[config.mk]
export PLATFORM = sky130hd
export DESIGN_NAME = seq_det_sched
export DESIGN_NICKNAME = d
export VERILOG_FILES = /design/src/rtl/seq_det_pkg.sv /design/src/rtl/seq_det_core.sv /design/src/rtl/seq_det_sched.sv
export SDC_FILE = /design/constraint.sdc
export NUM_CORES = 1
export LEC_CHECK = 0
export CAP_MARGIN = 20
export CELL_PAD_IN_SITES_DETAIL_PLACEMENT = 1
export CELL_PAD_IN_SITES_GLOBAL_PLACEMENT = 1
export CORE_ASPECT_RATIO = 1.1
export CORE_UTILIZATION = 44
export DETAILED_ROUTE_END_ITERATION = 6
export PLACE_DENSITY = 0.8
export SETUP_SLACK_MARGIN = 0.3
export SLEW_MARGIN = 10
export SYNTH_ARGS = -nofsm -noshare
export SYNTH_HDL_FRONTEND = slang
export SYNTH_SLANG_ARGS = --single-unit
[constraint.sdc]
create_clock -name clk -period 3.55 [get_ports clk]
set_input_delay 0.71 -clock clk [delete_from_list [all_inputs] [get_ports clk]]
set_output_delay 0.71 -clock clk [all_outputs]
set_load 0.02 [all_outputs]
[src/rtl/seq_det_pkg.sv]
// Shared types and the prefix/suffix step rule for the 1101 sequence-detector scheduler.
// The step rule is evaluated at elaboration to fill the engine's next-state table.
package seq_det_pkg;

    localparam int MAX_PAT_W = 8;
    localparam int ST_W      = $clog2(MAX_PAT_W);
    localparam int DEF_PAT_W = 4;
    localparam logic [DEF_PAT_W-1:0] DEF_PATTERN = 4'b1101;

    // i-th pattern bit in arrival order (i = 0 is the MSB, received first)
    function automatic logic pat_bit(input logic [MAX_PAT_W-1:0] pat, input int pat_w, input int i);
        logic [MAX_PAT_W-1:0] t;
        t = pat >> (pat_w - 1 - i);
        return t[0];
    endfunction

    function automatic logic [ST_W-1:0] next_state(
        input logic [ST_W-1:0]      st,
        input logic                 b,
        input logic                 overlap,
        input logic [MAX_PAT_W-1:0] pat,
        input int                   pat_w
    );
        logic [MAX_PAT_W-1:0] seq;
        logic [MAX_PAT_W-1:0] t;
        int                   len;
        int                   best;
        logic                 ok;
        seq = '0;
        for (int i = 0; i < MAX_PAT_W; i++) begin
            if (i < int'(st)) begin
                seq = seq | ({{(MAX_PAT_W-1){1'b0}}, pat_bit(pat, pat_w, i)} << i);
            end
        end
        seq = seq | ({{(MAX_PAT_W-1){1'b0}}, b} << st);
        len = int'(st) + 1;
        if (len == pat_w && b == pat[0] && !overlap) begin
            return '0;
        end
        // Longest proper suffix of the received string that is also a pattern prefix;
        // on a full match this is the pattern's longest proper border.
        best = 0;
        for (int k = 1; k < MAX_PAT_W; k++) begin
            if (k <= len && k < pat_w) begin
                ok = 1'b1;
                for (int j = 0; j < MAX_PAT_W; j++) begin
                    if (j < k) begin
                        t = seq >> (len - k + j);
                        if (t[0] != pat_bit(pat, pat_w, j)) begin
                            ok = 1'b0;
                        end
                    end
                end
                if (ok) begin
                    best = k;
                end
            end
        end
        return ST_W'(best);
    endfunction

endpackage

[src/rtl/seq_det_core.sv]
// Combinational single-step Mealy engine: (state, bit) -> (next state, hit).
// Define SEQ_DET_OVERLAP_EN to restart from the pattern border after a hit instead of S0.
module seq_det_core
    import seq_det_pkg::*;
#(
    parameter int               PAT_W   = DEF_PAT_W,
    parameter logic [PAT_W-1:0] PATTERN = DEF_PATTERN
) (
    input  logic [ST_W-1:0] st,
    input  logic            bit_in,
    output logic [ST_W-1:0] next_st,
    output logic            hit
);

`ifdef SEQ_DET_OVERLAP_EN
    localparam logic OVERLAP = 1'b1;
`else
    localparam logic OVERLAP = 1'b0;
`endif

    localparam logic [MAX_PAT_W-1:0] PAT_EXT = MAX_PAT_W'(PATTERN);

    // Table indexed by {state, bit}; unreachable states fall back to S0
    logic [ST_W-1:0] lut [2**(ST_W+1)];

    for (genvar s = 0; s < 2**ST_W; s++) begin : g_st
        for (genvar b = 0; b < 2; b++) begin : g_bit
            if (s < PAT_W) begin : g_live
                assign lut[2*s+b] = next_state(ST_W'(s), (b != 0), OVERLAP, PAT_EXT, PAT_W);
            end else begin : g_dead
                assign lut[2*s+b] = '0;
            end
        end
    end

    always_comb begin
        hit     = (int'(st) == PAT_W - 1) && (bit_in == PATTERN[0]);
        next_st = lut[{st, bit_in}];
    end

endmodule

[src/rtl/seq_det_sched.sv]
// Round-robin scheduler sharing one sequence-detector step engine across N_CH serial channels,
// with per-channel saved state and saturating hit counters. Honors SEQ_DET_OVERLAP_EN via seq_det_core.
module seq_det_sched
    import seq_det_pkg::*;
#(
    parameter int               N_CH    = 4,
    parameter int               PAT_W   = DEF_PAT_W,
    parameter logic [PAT_W-1:0] PATTERN = DEF_PATTERN,
    parameter int               CNT_W   = 8,
    localparam int              CH_W    = $clog2(N_CH)
) (
    input  logic             clk,
    input  logic             rst,
    input  logic [N_CH-1:0]  ch_valid,
    input  logic [N_CH-1:0]  ch_bit,
    input  logic [N_CH-1:0]  ch_clr,
    output logic [N_CH-1:0]  ch_ready,
    output logic             det_valid,
    output logic [CH_W-1:0]  det_ch,
    output logic             det_hit,
    input  logic [CH_W-1:0]  cnt_sel,
    output logic [CNT_W-1:0] cnt_out
);

    logic [ST_W-1:0]  st_q  [N_CH];
    logic [ST_W-1:0]  st_d  [N_CH];
    logic [CNT_W-1:0] cnt_q [N_CH];
    logic [CNT_W-1:0] cnt_d [N_CH];
    logic [CH_W-1:0]  rr_ptr_q, rr_ptr_d;
    logic             det_valid_q, det_valid_d;
    logic             det_hit_q, det_hit_d;
    logic [CH_W-1:0]  det_ch_q, det_ch_d;

    logic [N_CH-1:0]  elig;
    logic [N_CH-1:0]  grant;
    logic             gnt_any;
    logic [CH_W-1:0]  gnt_idx;
    logic [CH_W-1:0]  scan_idx;
    logic [ST_W-1:0]  eng_st, eng_next;
    logic             eng_bit, eng_hit;

    function automatic logic [CNT_W-1:0] sat_inc(input logic [CNT_W-1:0] v);
        return (v == '1) ? v : v + 1'b1;
    endfunction

    function automatic logic [CH_W-1:0] wrap_inc(input logic [CH_W-1:0] v);
        return (v == CH_W'(N_CH - 1)) ? '0 : v + 1'b1;
    endfunction

    // A channel being cleared is never granted, so its held bit survives the clear
    always_comb begin
        elig     = ch_valid & ~ch_clr;
        gnt_any  = 1'b0;
        gnt_idx  = '0;
        scan_idx = '0;
        for (int i = 0; i < N_CH; i++) begin
            scan_idx = CH_W'((int'(rr_ptr_q) + i) % N_CH);
            if (!gnt_any && elig[scan_idx]) begin
                gnt_any = 1'b1;
                gnt_idx = scan_idx;
            end
        end
        grant = gnt_any ? (N_CH'(1) << gnt_idx) : '0;
    end

    assign ch_ready = grant;
    assign eng_st   = st_q[gnt_idx];
    assign eng_bit  = ch_bit[gnt_idx];

    seq_det_core #(
        .PAT_W   (PAT_W),
        .PATTERN (PATTERN)
    ) u_core (
        .st      (eng_st),
        .bit_in  (eng_bit),
        .next_st (eng_next),
        .hit     (eng_hit)
    );

    for (genvar k = 0; k < N_CH; k++) begin : g_ch
        assign st_d[k]  = ch_clr[k] ? '0 : (grant[k] ? eng_next : st_q[k]);
        assign cnt_d[k] = ch_clr[k] ? '0 :
                          ((grant[k] && eng_hit) ? sat_inc(cnt_q[k]) : cnt_q[k]);
    end

    always_comb begin
        det_valid_d = gnt_any;
        det_hit_d   = gnt_any & eng_hit;
        det_ch_d    = gnt_any ? gnt_idx : det_ch_q;
        rr_ptr_d    = gnt_any ? wrap_inc(gnt_idx) : rr_ptr_q;
    end

    always_ff @(posedge clk or negedge rst) begin
        if (!rst) begin
            st_q        <= '{default: '0};
            cnt_q       <= '{default: '0};
            rr_ptr_q    <= '0;
            det_valid_q <= 1'b0;
            det_hit_q   <= 1'b0;
            det_ch_q    <= '0;
        end else begin
            st_q        <= st_d;
            cnt_q       <= cnt_d;
            rr_ptr_q    <= rr_ptr_d;
            det_valid_q <= det_valid_d;
            det_hit_q   <= det_hit_d;
            det_ch_q    <= det_ch_d;
        end
    end

    assign det_valid = det_valid_q;
    assign det_hit   = det_hit_q;
    assign det_ch    = det_ch_q;
    assign cnt_out   = cnt_q[cnt_sel];

endmodule

==> results of run 1 <==
-- cell type report --
cell class | count | share of cell area
Clock buffer | 7 | 0.0236
Clock inverter | 1 | 0.00137
Inverter | 8 | 0.00856
Multi-Input combinational cell | 235 | 0.472
Sequential cell | 46 | 0.315
Tap cell | 80 | 0.0274
Timing Repair Buffer | 59 | 0.152
-- per-stage QoR --
| stage | hold WS [ns] | std cells | util |
|---|---|---|---|
| detailed placement | 0.477 | 423 | 0.551 |
| global route | 0.330 | 436 | 0.579 |
| CTS | 0.499 | 435 | 0.569 |
| global placement | 0.458 | 423 | 0.551 |
| finish | 0.307 | 436 | 0.579 |
| floorplan | 0.414 | 309 | - |
-- flip-flops by register name, indices dropped and copies added, names as in the netlist --
signal,cells
rr_ptr_q,2
st_q,8
det_hit,1
det_valid,1
det_ch,2
cnt_q,32
-- metal layers --
layer,vias up,part of all wire,track usage
met1,1446,0.43,0.357
met2,69,0.52,0.464
li1,1285,-,-
met3,8,0.043,0.0458
met5,-,0,0
met4,0,0.010,0.0584
-- power groups by stage --
stage               logic (mW)  registers [mW]  clock network (mW)
finish                   0.400           0.568               0.345
global route             0.432           0.571               0.372
CTS                      0.388           0.567               0.351
detailed placement       0.380           0.577                   0
global placement         0.371           0.575                   0
floorplan                0.209           0.578                   0
-- cells by family (layout without fill, tap and decap cells) --
family / after synthesis / in the layout / synth area share
adder cells (fa/ha/maj): 8 / 8 / 0.0339
AND/OR/NAND/NOR: 135 / 135 / 0.270
AO/OA/AOI/OAI: 74 / 74 / 0.163
buffers and inverters: 28 / 75 / 0.0470
multiplexers: 17 / 17 / 0.0936
XOR/XNOR: 1 / 1 / 0.00297
flip-flops: 46 / 46 / 0.390
-- worst paths after layout --
check / startpoint / to / slack (ns) / cells after the start
setup / recovery: cnt_sel[0] / cnt_out[7] / 0.35 / 4
hold / removal: rst / cnt_q[27]$_DFFE_PN0P_ / 0.31 / 1
setup reg to reg: rr_ptr_q[1]$_DFFE_PN0P_ / cnt_q[12]$_DFFE_PN0P_ / 0.82 / 11
hold reg to reg: det_ch[0]$_DFFE_PN0P_ / det_ch[0]$_DFFE_PN0P_ / 0.49 / 2
max in group asynchronous: rst / det_hit$_DFF_PN0_ / 2.74 / 2
min in group clk: det_ch[0]$_DFFE_PN0P_ / det_ch[0]$_DFFE_PN0P_ / 0.49 / 2
-- cells in the final DEF (no fill, tap or decap), types with 2 or more instances in the layout --
cell,synthesis,layout
o21ai_0,5,4
nor3b_2,3,4
a21oi_1,29,27
buf_4,1,24
nor2b_1,6,5
dlygate4sd2_1,0,2
nand2b_1,9,9
or4_1,24,23
buf_12,0,4
nor2_1,12,12
inv_1,6,6
clkbuf_2,0,2
o21ai_2,0,2
clkinv_2,1,2
clkbuf_8,0,6
nand3_1,3,2
nor3_1,4,4
o31ai_1,28,28
and3_1,11,11
mux2i_1,4,4
clkdlybuf4s50_1,0,24
a21oi_2,0,2
nand2_1,31,31
nand4_1,20,20
ha_1,8,8
dfrtp_1,46,46
mux4_2,8,8
nand3b_1,8,8
mux2_2,4,4
a31oi_1,4,3
-- timing repair --
item	CTS	global route
gates resized for setup	6	17
gates cloned	0	0
endpoints found under the setup margin	4	29
pin swaps	2	1
buffers inserted	4	0
==> reports/metrics.cfg, run 1 <==
[logic_synthesis]
synth.area.top_cells = dfrtp_1 39%, o31ai_1 7.1%, mux4_2 6.1%
ys_types = 41
ys.flop_type = dfrtp_1
ys_ff_latch = 46
async_reset_ff_frac = 1.00
ys_warn_count = 0
synth_fp_nets = 333
post-synth-top-count-cell = dfrtp_1
synth_edf_count = 0
synth_top_cell_by_area = dfrtp_1
netlist_area_um2 = 2950
synth_area_per_cell_um2 = 9.56
synth_common_cells = 46 x dfrtp_1, 31 x nand2_1, 29 x a21oi_1
synth_top_cell_area_share = 0.390
ys_seq_area_frac = 0.390
synthCells = 309

[placement]
detailedPlace.worstSlack_ns = 0.0288
portBuffers = 31
dpl-instance-area_um2 = 3470
hpwlAfterDp_mm = 6.06
gp_congestion = 0.842

[critical_path]
required_ns = 2.84
critPathBufInv = 3
path_cells = clkdlybuf4s50_1, buf_4, mux4_2, clkdlybuf4s50_1
cp_max_fo = 8
cp-end-kind = output pin
cp_data_arrival_time_ns = 2.49
cpLargestDelayFamily = buffers and inverters
cp-start-kind = primary input
critPathKind = in2out
cpPeakStageDelay_ns = 0.55
worst_path_max_delay_cell = clkdlybuf4s50_1
cpMostUsedCell = clkdlybuf4s50_1

[sta]
max_freq_mhz = 313
clock_skew_ns = 0.00560
hold_viol = 0
tns_ns = 0
relSlewSlack = 0.721
period_share = 0.901
fin_crit_ns = 3.20
rsz0062_at_grt = yes
slew_violations = 0
worst_pin_slew_ns = 0.407
setup_viol = 0
finalWorstSetupSlack_ns = 0.352

[run]
maxCapViolCount = 0

[route]
drt_iter0_drc = 140
drt-pass1-iter-count = 5
drc = 0
routed_wirelength_mm = 8.66
via_count = 2808
avgViaCountPerCell = 6.44
postRouteAntennaNets = 0
wl_per_cell_um = 19.9

[power]
power.switching_uw = 452
irDropWorstVdd_uv = 181
p_per_area_nw_per_um2 = 360
seq_power_share = 0.433
pwr-share-comb = 0.305
finalPower_mw = 1.31
p_sw_frac = 0.344
internal_power_uw = 861
p_clk_frac = 0.262
leakagePower_nw = 1.51

[floorplanning]
coreArea_um2 = 6310
initial_core_util = 0.468
die_width_um = 80.1
placementRows = 30
die_h_um = 87.9
pin_count = 32
die_area_um2 = 7040

[global_route]
grt_pass1_wl_mm = 14.4
grt_pass1_vias = 2780
antenna_found_initial = 0
grt_use_total = 0.270
globalRoute.totalOverflow = 0
grt_max_degree = 47

[clocking]
hold_buffers = 0
cts.sinks = 46
cts_tree = yes
h-tree-depth = 2
cts_root_buffer = clkbuf_8
clk_path_buf_depth = 2
cts_buffers = 5
clk_pin_slew_ns = 0.09
insertion_delay_ns = 0.30

[final_layout]
n_fill_cell = 721
seqCellArea_um2 = 1150
fin_nets = 379
drive_gt1_frac = 0.191
design_area_um2 = 3650
area_growth_pct = 23.7
multiInputGateArea_um2 = 1720
n_antenna_cell = 0

[outcome]
outcome = finished, final reports clean

[hold_path]
hp-class = in2async

(Power assumes the default switching activity.)
==> run 2, diff against run 1 <==
GPL_ROUTABILITY_DRIVEN = 0   (was not set)
==> results of run 2 <==
Final layout, timing and power as in run 1 (identical DEF).
